==> src/rtl/pixel_pipe_pkg.sv <==
// Shared types and constants for the layered pixel pipeline.
package pixel_pipe_pkg;

  // Layer that owns a pixel, before the sprite texel is known.
  typedef enum logic [2:0] {L_DBG, L_CHAR, L_OBST, L_MAP, L_WALL, L_BG} layer_e;

  typedef enum logic {CAM_IDLE, CAM_SCROLL} cam_state_e;

  // Per-pixel tag carried alongside the ROM reads.
  typedef struct packed {
    logic   chr;
    layer_e lay;
  } pix_tag_t;

  localparam logic [11:0] MAP_COLOR  = 12'h2A4;
  localparam logic [11:0] WALL_COLOR = 12'h777;
  localparam logic [11:0] BLACK      = 12'h000;
  localparam int          PIPE_LAT   = 3;

  // Index width that stays at least one bit for single-entry ranges.
  function automatic int idx_w(input int n);
    return (n > 1) ? $clog2(n) : 1;
  endfunction

endpackage

==> src/rtl/obstacle_priority_hit.sv <==
// Parallel obstacle hit tests with lowest-index-wins priority encoding.
module obstacle_priority_hit
  import pixel_pipe_pkg::*;
#(
  parameter int PHY_WIDTH       = 14,
  parameter int OBSTACLE_NUM    = 7,
  parameter int OBSTACLE_WIDTH  = 10,
  parameter int OBSTACLE_HEIGHT = 20,
  parameter int BLOCK_LEN_WIDTH = 4,
  localparam int ID_W = idx_w(OBSTACLE_NUM),
  localparam int TX_W = idx_w(OBSTACLE_WIDTH),
  localparam int TY_W = idx_w(OBSTACLE_HEIGHT)
) (
  input  logic [PHY_WIDTH-1:0]                    wx_i,
  input  logic [PHY_WIDTH-1:0]                    wy_i,
  input  logic [OBSTACLE_NUM*PHY_WIDTH-1:0]       pos_x_i,
  input  logic [OBSTACLE_NUM*PHY_WIDTH-1:0]       pos_y_i,
  input  logic [OBSTACLE_NUM*BLOCK_LEN_WIDTH-1:0] blk_w_i,
  input  logic [OBSTACLE_NUM-1:0]                 en_i,
  output logic                                    hit_any_o,
  output logic [ID_W-1:0]                         hit_id_o,
  output logic [OBSTACLE_NUM-1:0][TX_W-1:0]       tx_o,
  output logic [OBSTACLE_NUM-1:0][TY_W-1:0]       ty_o
);

  localparam int PW1 = PHY_WIDTH + 1;

  logic [OBSTACLE_NUM-1:0] hit;

  for (genvar i = 0; i < OBSTACLE_NUM; i++) begin : g_slot
    logic [PHY_WIDTH-1:0]       ox, oy;
    logic [BLOCK_LEN_WIDTH-1:0] bw;
    logic [PHY_WIDTH:0]         hx, hy;
    assign ox = pos_x_i[i*PHY_WIDTH +: PHY_WIDTH];
    assign oy = pos_y_i[i*PHY_WIDTH +: PHY_WIDTH];
    assign bw = blk_w_i[i*BLOCK_LEN_WIDTH +: BLOCK_LEN_WIDTH];
    // Upper bounds one bit wider so a slot near the top of world space cannot wrap.
    assign hx = {1'b0, ox} + PW1'(bw) * PW1'(OBSTACLE_WIDTH);
    assign hy = {1'b0, oy} + PW1'(OBSTACLE_HEIGHT);
    assign hit[i] = en_i[i] && (bw != '0) &&
                    (wx_i >= ox) && ({1'b0, wx_i} < hx) &&
                    (wy_i >= oy) && ({1'b0, wy_i} < hy);
    assign tx_o[i] = TX_W'((wx_i - ox) % PHY_WIDTH'(OBSTACLE_WIDTH));
    assign ty_o[i] = TY_W'(wy_i - oy);
  end

  // Scan from the top down so the lowest hitting slot is the last to write.
  always_comb begin
    hit_any_o = |hit;
    hit_id_o  = '0;
    for (int i = OBSTACLE_NUM - 1; i >= 0; i--)
      if (hit[i]) hit_id_o = ID_W'(i);
  end

endmodule

==> src/rtl/layered_pixel_pipeline.sv <==
// Three-stage layered pixel compositor with frame-synchronous camera scrolling.
module layered_pixel_pipeline
  import pixel_pipe_pkg::*;
#(
  parameter int SCREEN_WIDTH    = 10,
  parameter int PHY_WIDTH       = 14,
  parameter int PIXEL_WIDTH     = 12,
  parameter int OBSTACLE_NUM    = 7,
  parameter int OBSTACLE_WIDTH  = 10,
  parameter int OBSTACLE_HEIGHT = 20,
  parameter int BLOCK_LEN_WIDTH = 4,
  parameter int CHAR_WIDTH_X    = 42,
  parameter int CHAR_WIDTH_Y    = 52,
  parameter int BLOCK_WIDTH     = 480,
  parameter int CAM_WIDTH       = 5,
  parameter int SCROLL_STEP     = 8,
  parameter int MAP_X_OFFSET    = 120,
  parameter int MAP_WIDTH_X     = 480,
  parameter int WALL_WIDTH      = 10,
  parameter logic [PIXEL_WIDTH-1:0] TRANSPARENT = 12'hF0F,
  localparam int CHAR_AW = $clog2(CHAR_WIDTH_X*CHAR_WIDTH_Y),
  localparam int TILE_AW = $clog2(OBSTACLE_WIDTH*OBSTACLE_HEIGHT)
) (
  input  logic                                    sys_clk,
  input  logic                                    sys_rst_n,
  input  logic                                    video_on,
  input  logic                                    frame_start,
  input  logic [SCREEN_WIDTH-1:0]                 x,
  input  logic [SCREEN_WIDTH-1:0]                 y,
  input  logic [CAM_WIDTH-1:0]                    camera_y,
  input  logic [PHY_WIDTH-1:0]                    char_abs_x,
  input  logic [PHY_WIDTH-1:0]                    char_abs_y,
  input  logic [OBSTACLE_NUM*PHY_WIDTH-1:0]       obstacle_abs_pos_x,
  input  logic [OBSTACLE_NUM*PHY_WIDTH-1:0]       obstacle_abs_pos_y,
  input  logic [OBSTACLE_NUM*BLOCK_LEN_WIDTH-1:0] obstacle_block_width,
  input  logic [OBSTACLE_NUM-1:0]                 obstacle_enable,
  input  logic                                    debug_on,
  input  logic [PIXEL_WIDTH-1:0]                  debug_rgb,
  output logic [CHAR_AW-1:0]                      char_rom_addr,
  input  logic [PIXEL_WIDTH-1:0]                  char_rom_data,
  output logic [TILE_AW-1:0]                      tile_rom_addr,
  input  logic [PIXEL_WIDTH-1:0]                  tile_rom_data,
  output logic [PIXEL_WIDTH-1:0]                  rgb,
  output logic                                    rgb_valid,
  output logic                                    scroll_busy
);

  localparam int ID_W = idx_w(OBSTACLE_NUM);
  localparam int TX_W = idx_w(OBSTACLE_WIDTH);
  localparam int TY_W = idx_w(OBSTACLE_HEIGHT);
  localparam int SW1  = SCREEN_WIDTH + 1;
  localparam logic [SCREEN_WIDTH:0] MAP_L  = SW1'(MAP_X_OFFSET);
  localparam logic [SCREEN_WIDTH:0] MAP_R  = SW1'(MAP_X_OFFSET + MAP_WIDTH_X);
  localparam logic [SCREEN_WIDTH:0] IN_L   = SW1'(MAP_X_OFFSET + WALL_WIDTH);
  localparam logic [SCREEN_WIDTH:0] IN_R   = SW1'(MAP_X_OFFSET + MAP_WIDTH_X - WALL_WIDTH);
  localparam logic [SCREEN_WIDTH:0] WALL_Y = SW1'(WALL_WIDTH);
  localparam logic [PHY_WIDTH:0]    CHR_W  = (PHY_WIDTH+1)'(CHAR_WIDTH_X);
  localparam logic [PHY_WIDTH:0]    CHR_H  = (PHY_WIDTH+1)'(CHAR_WIDTH_Y);
  localparam logic [PHY_WIDTH-1:0]  STEP_P = PHY_WIDTH'(SCROLL_STEP);

  // ---------------- camera ----------------
  cam_state_e           state_q, state_d;
  logic [PHY_WIDTH-1:0] cam_cur_q, cam_cur_d, cam_tgt_q, cam_tgt_d;
  logic [PHY_WIDTH-1:0] tgt_req, gap, step;
  logic                 up;

  assign tgt_req     = PHY_WIDTH'(camera_y) * PHY_WIDTH'(BLOCK_WIDTH);
  assign up          = (tgt_req >= cam_cur_q);
  assign gap         = up ? (tgt_req - cam_cur_q) : (cam_cur_q - tgt_req);
  assign step        = (gap > STEP_P) ? STEP_P : gap;
  assign scroll_busy = (cam_cur_q != cam_tgt_q);

  // Camera state register; only frame_start moves it so a frame sees one offset.
  always_ff @(posedge sys_clk or negedge sys_rst_n) begin
    if (!sys_rst_n) begin
      state_q   <= CAM_IDLE;
      cam_cur_q <= '0;
      cam_tgt_q <= '0;
    end else begin
      state_q   <= state_d;
      cam_cur_q <= cam_cur_d;
      cam_tgt_q <= cam_tgt_d;
    end
  end

  // Next camera state: the freshly requested target is always honoured, and
  // the step direction is recomputed from it, so mid-scroll reversals just work.
  always_comb begin
    state_d   = state_q;
    cam_cur_d = cam_cur_q;
    cam_tgt_d = cam_tgt_q;
    if (frame_start) begin
      cam_tgt_d = tgt_req;
      if (SCROLL_STEP == 0) begin
        cam_cur_d = tgt_req;
        state_d   = CAM_IDLE;
      end else if (state_q == CAM_SCROLL || tgt_req != cam_cur_q) begin
        cam_cur_d = up ? (cam_cur_q + step) : (cam_cur_q - step);
        state_d   = (cam_cur_d == tgt_req) ? CAM_IDLE : CAM_SCROLL;
      end
    end
  end

  // ---------------- stage 1: hit tests and ROM addresses ----------------
  logic [PHY_WIDTH-1:0]               wx, wy;
  logic                               chr_hit, map_in, wall, hit_any;
  logic [ID_W-1:0]                    hit_id;
  logic [OBSTACLE_NUM-1:0][TX_W-1:0]  tx_all;
  logic [OBSTACLE_NUM-1:0][TY_W-1:0]  ty_all;
  logic [TX_W-1:0]                    tx_sel;
  logic [TY_W-1:0]                    ty_sel;
  layer_e                             lay1;

  assign wx = PHY_WIDTH'(x);
  assign wy = PHY_WIDTH'(y) + cam_cur_q;

  assign chr_hit = (wx >= char_abs_x) && ({1'b0, wx} < {1'b0, char_abs_x} + CHR_W) &&
                   (wy >= char_abs_y) && ({1'b0, wy} < {1'b0, char_abs_y} + CHR_H);

  assign map_in = ({1'b0, x} >= IN_L) && ({1'b0, x} < IN_R) && ({1'b0, y} >= WALL_Y);
  assign wall   = ({1'b0, x} >= MAP_L) && ({1'b0, x} < MAP_R) && !map_in;

  obstacle_priority_hit #(
    .PHY_WIDTH      (PHY_WIDTH),
    .OBSTACLE_NUM   (OBSTACLE_NUM),
    .OBSTACLE_WIDTH (OBSTACLE_WIDTH),
    .OBSTACLE_HEIGHT(OBSTACLE_HEIGHT),
    .BLOCK_LEN_WIDTH(BLOCK_LEN_WIDTH)
  ) u_obst (
    .wx_i     (wx),
    .wy_i     (wy),
    .pos_x_i  (obstacle_abs_pos_x),
    .pos_y_i  (obstacle_abs_pos_y),
    .blk_w_i  (obstacle_block_width),
    .en_i     (obstacle_enable),
    .hit_any_o(hit_any),
    .hit_id_o (hit_id),
    .tx_o     (tx_all),
    .ty_o     (ty_all)
  );

  // The single tile port serves the winning obstacle, else the screen-tiled background.
  assign tx_sel = hit_any ? tx_all[hit_id] : TX_W'(x % SCREEN_WIDTH'(OBSTACLE_WIDTH));
  assign ty_sel = hit_any ? ty_all[hit_id] : TY_W'(y % SCREEN_WIDTH'(OBSTACLE_HEIGHT));

  // Fallback layer if the sprite turns out transparent or absent.
  always_comb begin
    lay1 = L_BG;
    if      (debug_on) lay1 = L_DBG;
    else if (hit_any)  lay1 = L_OBST;
    else if (map_in)   lay1 = L_MAP;
    else if (wall)     lay1 = L_WALL;
  end

  logic [CHAR_AW-1:0]      chr_addr_q;
  logic [TILE_AW-1:0]      tile_addr_q;
  pix_tag_t                tag1_q, tag2_q;
  logic [PIXEL_WIDTH-1:0]  dbg1_q, dbg2_q, rgb_q, rgb_d;
  logic [PIPE_LAT-1:0]     vld_pipe_q;

  assign char_rom_addr = chr_addr_q;
  assign tile_rom_addr = tile_addr_q;
  assign rgb           = rgb_q;
  assign rgb_valid     = vld_pipe_q[PIPE_LAT-1];

  // ---------------- stage 3: output mux ----------------
  always_comb begin
    rgb_d = PIXEL_WIDTH'(BLACK);
    if (vld_pipe_q[1]) begin
      if (tag2_q.lay == L_DBG)                         rgb_d = dbg2_q;
      else if (tag2_q.chr && char_rom_data != TRANSPARENT) rgb_d = char_rom_data;
      else begin
        case (tag2_q.lay)
          L_MAP:   rgb_d = PIXEL_WIDTH'(MAP_COLOR);
          L_WALL:  rgb_d = PIXEL_WIDTH'(WALL_COLOR);
          default: rgb_d = tile_rom_data;
        endcase
      end
    end
  end

  // Pipeline registers: S1 addresses/tags, S2 waits on ROM data, S3 registers rgb.
  always_ff @(posedge sys_clk or negedge sys_rst_n) begin
    if (!sys_rst_n) begin
      chr_addr_q  <= '0;
      tile_addr_q <= '0;
      tag1_q      <= '0;
      tag2_q      <= '0;
      dbg1_q      <= '0;
      dbg2_q      <= '0;
      rgb_q       <= '0;
      vld_pipe_q  <= '0;
    end else begin
      chr_addr_q  <= chr_hit ? CHAR_AW'((wy - char_abs_y) * PHY_WIDTH'(CHAR_WIDTH_X) + (wx - char_abs_x))
                             : '0;
      tile_addr_q <= TILE_AW'(ty_sel) * TILE_AW'(OBSTACLE_WIDTH) + TILE_AW'(tx_sel);
      tag1_q      <= '{chr: chr_hit, lay: lay1};
      tag2_q      <= tag1_q;
      dbg1_q      <= debug_rgb;
      dbg2_q      <= dbg1_q;
      rgb_q       <= rgb_d;
      vld_pipe_q  <= {vld_pipe_q[PIPE_LAT-2:0], video_on};
    end
  end

endmodule

==> config.mk <==
export PLATFORM = sky130hd
export DESIGN_NAME = layered_pixel_pipeline
export DESIGN_NICKNAME = d
export VERILOG_FILES = /design/src/rtl/pixel_pipe_pkg.sv /design/src/rtl/obstacle_priority_hit.sv /design/src/rtl/layered_pixel_pipeline.sv
export SDC_FILE = /design/constraint.sdc
export NUM_CORES = 1
export LEC_CHECK = 0
export CAP_MARGIN = 20
export CORE_MARGIN = 3
export CORE_UTILIZATION = 30
export DETAILED_ROUTE_END_ITERATION = 8
export GPL_TIMING_DRIVEN = 0
export PLACE_DENSITY = 0.46
export SYNTH_ARGS = -nofsm -noshare
export SYNTH_HDL_FRONTEND = slang
export SYNTH_SLANG_ARGS = --single-unit
==> constraint.sdc <==
create_clock -name sys_clk -period 13.7 [get_ports sys_clk]
set_clock_uncertainty 0.1 [all_clocks]
set_input_delay 1.37 -clock sys_clk [delete_from_list [all_inputs] [get_ports sys_clk]]
set_output_delay 1.37 -clock sys_clk [all_outputs]
set_load 0.03 [all_outputs]
==> results.toml, run 1 <==
[timing]
finalSetupViolations = 0
final_slew_violations = 0
fmaxAchievable_mhz = 82.4
worst_setup_slack_after_layout_ns = 1.57
worst_slew_pin_slew_ns = 1.09
max_slew_headroom_pct = 27.5
period_share_pct = 88.6
grt_setup_unrepaired = "no"
timing.final.hold_violations = 0
fin_setup_tns_ns = 0
time_the_final_worst_path_needs_with_i_o_delays_and_setup_ns = 12.13

[grt]
global_route.usage.total_pct = 21.3
grt_max_degree = 48
global_route_wire_length_before_repair_um = 207000
grt_overflow_total = 0
grt_pass1_vias = 35005
grt_antenna_before_repair = 32

[clock_tree]
tritoncts_num_sinks = 91
tritoncts_clock_tree = "done"
clk_latency_ns = 0.37
largest_buffer_count_on_any_clock_path = 2
clock_tree_root_buffer_cell = "clkbuf_16"
htree_levels = 3
cts_buffers = 9
cts_hold_buf = 0
ctsResizeCount = 0
postCtsSetupBuffers = 0
clkSlewWorstSetupHoldPaths_ns = 0.08

[setup_path]
crit_path_max_delay_cell_type = "fa_1"
setup.worst_path.end_class = "register"
criticalPathCategory = "in -> reg"
crit_arrival_ns = 12.26
r2r-end = "tile_rom_addr[7]"
critPathLaunch = "camera_y[0]"
critical_path.startpoint_type = "primary input"
reg2regPathDepth = 33
critical_path_destination = "state_q"
critical_path_required_ns = 13.83
critical_path.max_fanout = 10
rr_startpoint = "cam_cur_q[1]"
regToRegSetupSlack_ns = 3.94
largest_stage_delay_on_the_critical_path_ns = 0.69
cpMostUsedCell = "a21o_1"

[logic_synthesis]
post_syn_nets = 5612
postSynth.topFlopCell = "dfrtp_1"
ys_async_sr_fraction_pct = 100
unique_masters_post_synth = 131
yosys_register_bits = 91
post_synth_instance_area_um2 = 35200
gate_count_after_technology_mapping = 4685
yosys_warnings = 0
number_of_enable_type_register_cells_in_the_synthesized_netlist = 0
synth_seq_area_share_pct = 6.48
synthesis.area_per_instance_um2 = 7.50

[floorplan]
floorplan.die_area_um2 = 121000
die_extent_in_y_um = 348
io-pin-count = 359
core.rowCount = 124
floorplan.die.width_um = 348
initial_utilization_pct = 30.5
core_region_area_um2 = 115000

[finish]
design.final.nets = 6004
layout.cells.most_common_list = "ha_1, inv_1, clkdlybuf4s50_1"
layout-drive-gt1-share_pct = 5.33
utilization_pct = 36.0
filler_cell_count = 12268
area_growth_syn_to_layout_pct = 18.0
mostFrequentLayoutCell = "ha_1"

[pwr]
netSwitchingFraction_pct = 53.6
share_of_power_burned_in_the_clock_network_pct = 2.3
cellLeakagePower_uw = 0.0177
peakVddDrop_mv = 0.960
power_density_nw_per_um2 = 271
power_frac_comb_pct = 94.1
p_total_uw = 11200
seq_power_share_pct = 3.6
p_switching_uw = 6020
internal_power_uw = 5210

[route]
vias = 37053
final_antenna_net_count = 0
initialDrtViolationCount = 2598
detailedRoute.firstPassIterationCount = 5
drt_wl_total_um = 134000
via_per_inst = 5.60
remaining_drc_errors = 0
wire_per_inst_um = 20.3

[run]
maxCapViolCount = 0

[placed_design]
routabilityCongestion = 0.888
place.detailed.hpwl_um = 114000
buffer_ports.inserted = 348
dpl_worst_slack_ns = 1.19

[min_path]
worstHoldPathType = "reg -> reg"

[outcome]
status = "finished, final reports clean"
cells in the mapped netlist (all sizes together), types with 91 or more instances:
library cell  count  area share, %
a21o            146            3.1
xor2            102            2.5
nor2            336            3.6
dfrtp            91            6.5
o21a            133            2.8
nand3           149            2.1
nand2           266            2.9
xnor2           289            7.2
ha              546             19
inv             376            4.0
o21ai           264            3.8
a21oi           307            4.5
nor3            166            2.5
clkbuf          108            1.2
sequential cells by signal, summed over array words and instances, names as in the netlist, 4 cells and up:
| name | count |
|---|---|
| tag2_q | 4 |
| tag1_q | 4 |
| dbg2_q | 12 |
| tile_rom_addr | 8 |
| rgb | 12 |
| cam_cur_q | 14 |
| dbg1_q | 12 |
| char_rom_addr | 12 |
| cam_tgt_q | 9 |
final cells by class:
type / instances / area [µm²] / share of cell area (%)
diodes: 22 / 55.1 / 0.133
plain buffers: 148 / 637 / 1.54
clock buffers: 9 / 225 / 0.543
clock inverters: 7 / 81.3 / 0.196
inverters: 379 / 1420 / 3.43
multi-input cells: 4067 / 30900 / 74.5
flip-flops and latches: 91 / 2280 / 5.49
well taps: 1512 / 1890 / 4.56
repair buffers: 381 / 3980 / 9.60
critical path, delay by kind of cell:
family	cells	cell delay [ns]
mux	1	0.29
xor+xnor	3	0.66
fa+ha+maj	6	2.48
buf+inv	3	1.49
compound gates	17	3.01
simple gates	15	2.94
power by group through the flow:
stage	Combinational, µW	Sequential (µW)	Clock (µW)
global placement	10300	405	0
finish	10600	401	263
floorplan	7990	415	0
global route	12000	409	284
CTS	10600	402	273
detailed placement	10500	407	0
cell families (layout without fill, tap and decap cells):
group,after synthesis,in the layout,synth area share (%)
compound gates,1564,1564,31.8
xor+xnor,392,392,9.81
fa+ha+maj,605,605,22.7
buf+inv,527,924,5.86
flops,91,91,6.48
mux,91,91,2.73
other cells,0,22,0
simple gates,1415,1415,20.6
how the worst min path moves through the flow:
stage                   from  depth (start not counted)       endpoint  slack (ns)
6_report           tag1_q[3]                          0      tag2_q[3]        0.25
5_1_grt            tag1_q[3]                          0      tag2_q[3]        0.26
4_1_cts        vld_pipe_q[0]                          0  vld_pipe_q[1]        0.25
3_5_place_dp   vld_pipe_q[0]                          0  vld_pipe_q[1]        0.23
3_3_place_gp       dbg1_q[6]                          0      dbg2_q[6]        0.23
2_1_floorplan      dbg1_q[0]                          0      dbg2_q[0]        0.23
through the flow:
stage                     area (µm²)  hold slack (ns)  cells
after floorplan                35200            0.231   4685
after global placement         40500            0.232   6545
after detailed placement       41100            0.235   6577
after CTS                      41400            0.253   6593
after global routing           41500            0.258   6609
final                          41500            0.251   6616
metal layers:
layer / up-vias / track usage (%) / wire length [µm]
li1: 18427 / - / -
met5: - / 0 / 32
met3: 118 / 3.12 / 7860
met2: 1076 / 32.8 / 57500
met1: 17426 / 30.8 / 65800
met4: 6 / 6.03 / 3190
No activity file was read; power rests on OpenSTA's default activity.
==> inputs of run 2 (changes only) <==
--- a/config.mk
+++ b/config.mk
@@ -8,6 +8,7 @@
 export CAP_MARGIN = 20
 export CORE_MARGIN = 3
 export CORE_UTILIZATION = 30
+export CTS_CLUSTER_DIAMETER = 30
 export DETAILED_ROUTE_END_ITERATION = 8
 export GPL_TIMING_DRIVEN = 0
 export PLACE_DENSITY = 0.46
==> results of run 2 <==
Final layout, timing and power as in run 1 (identical DEF).
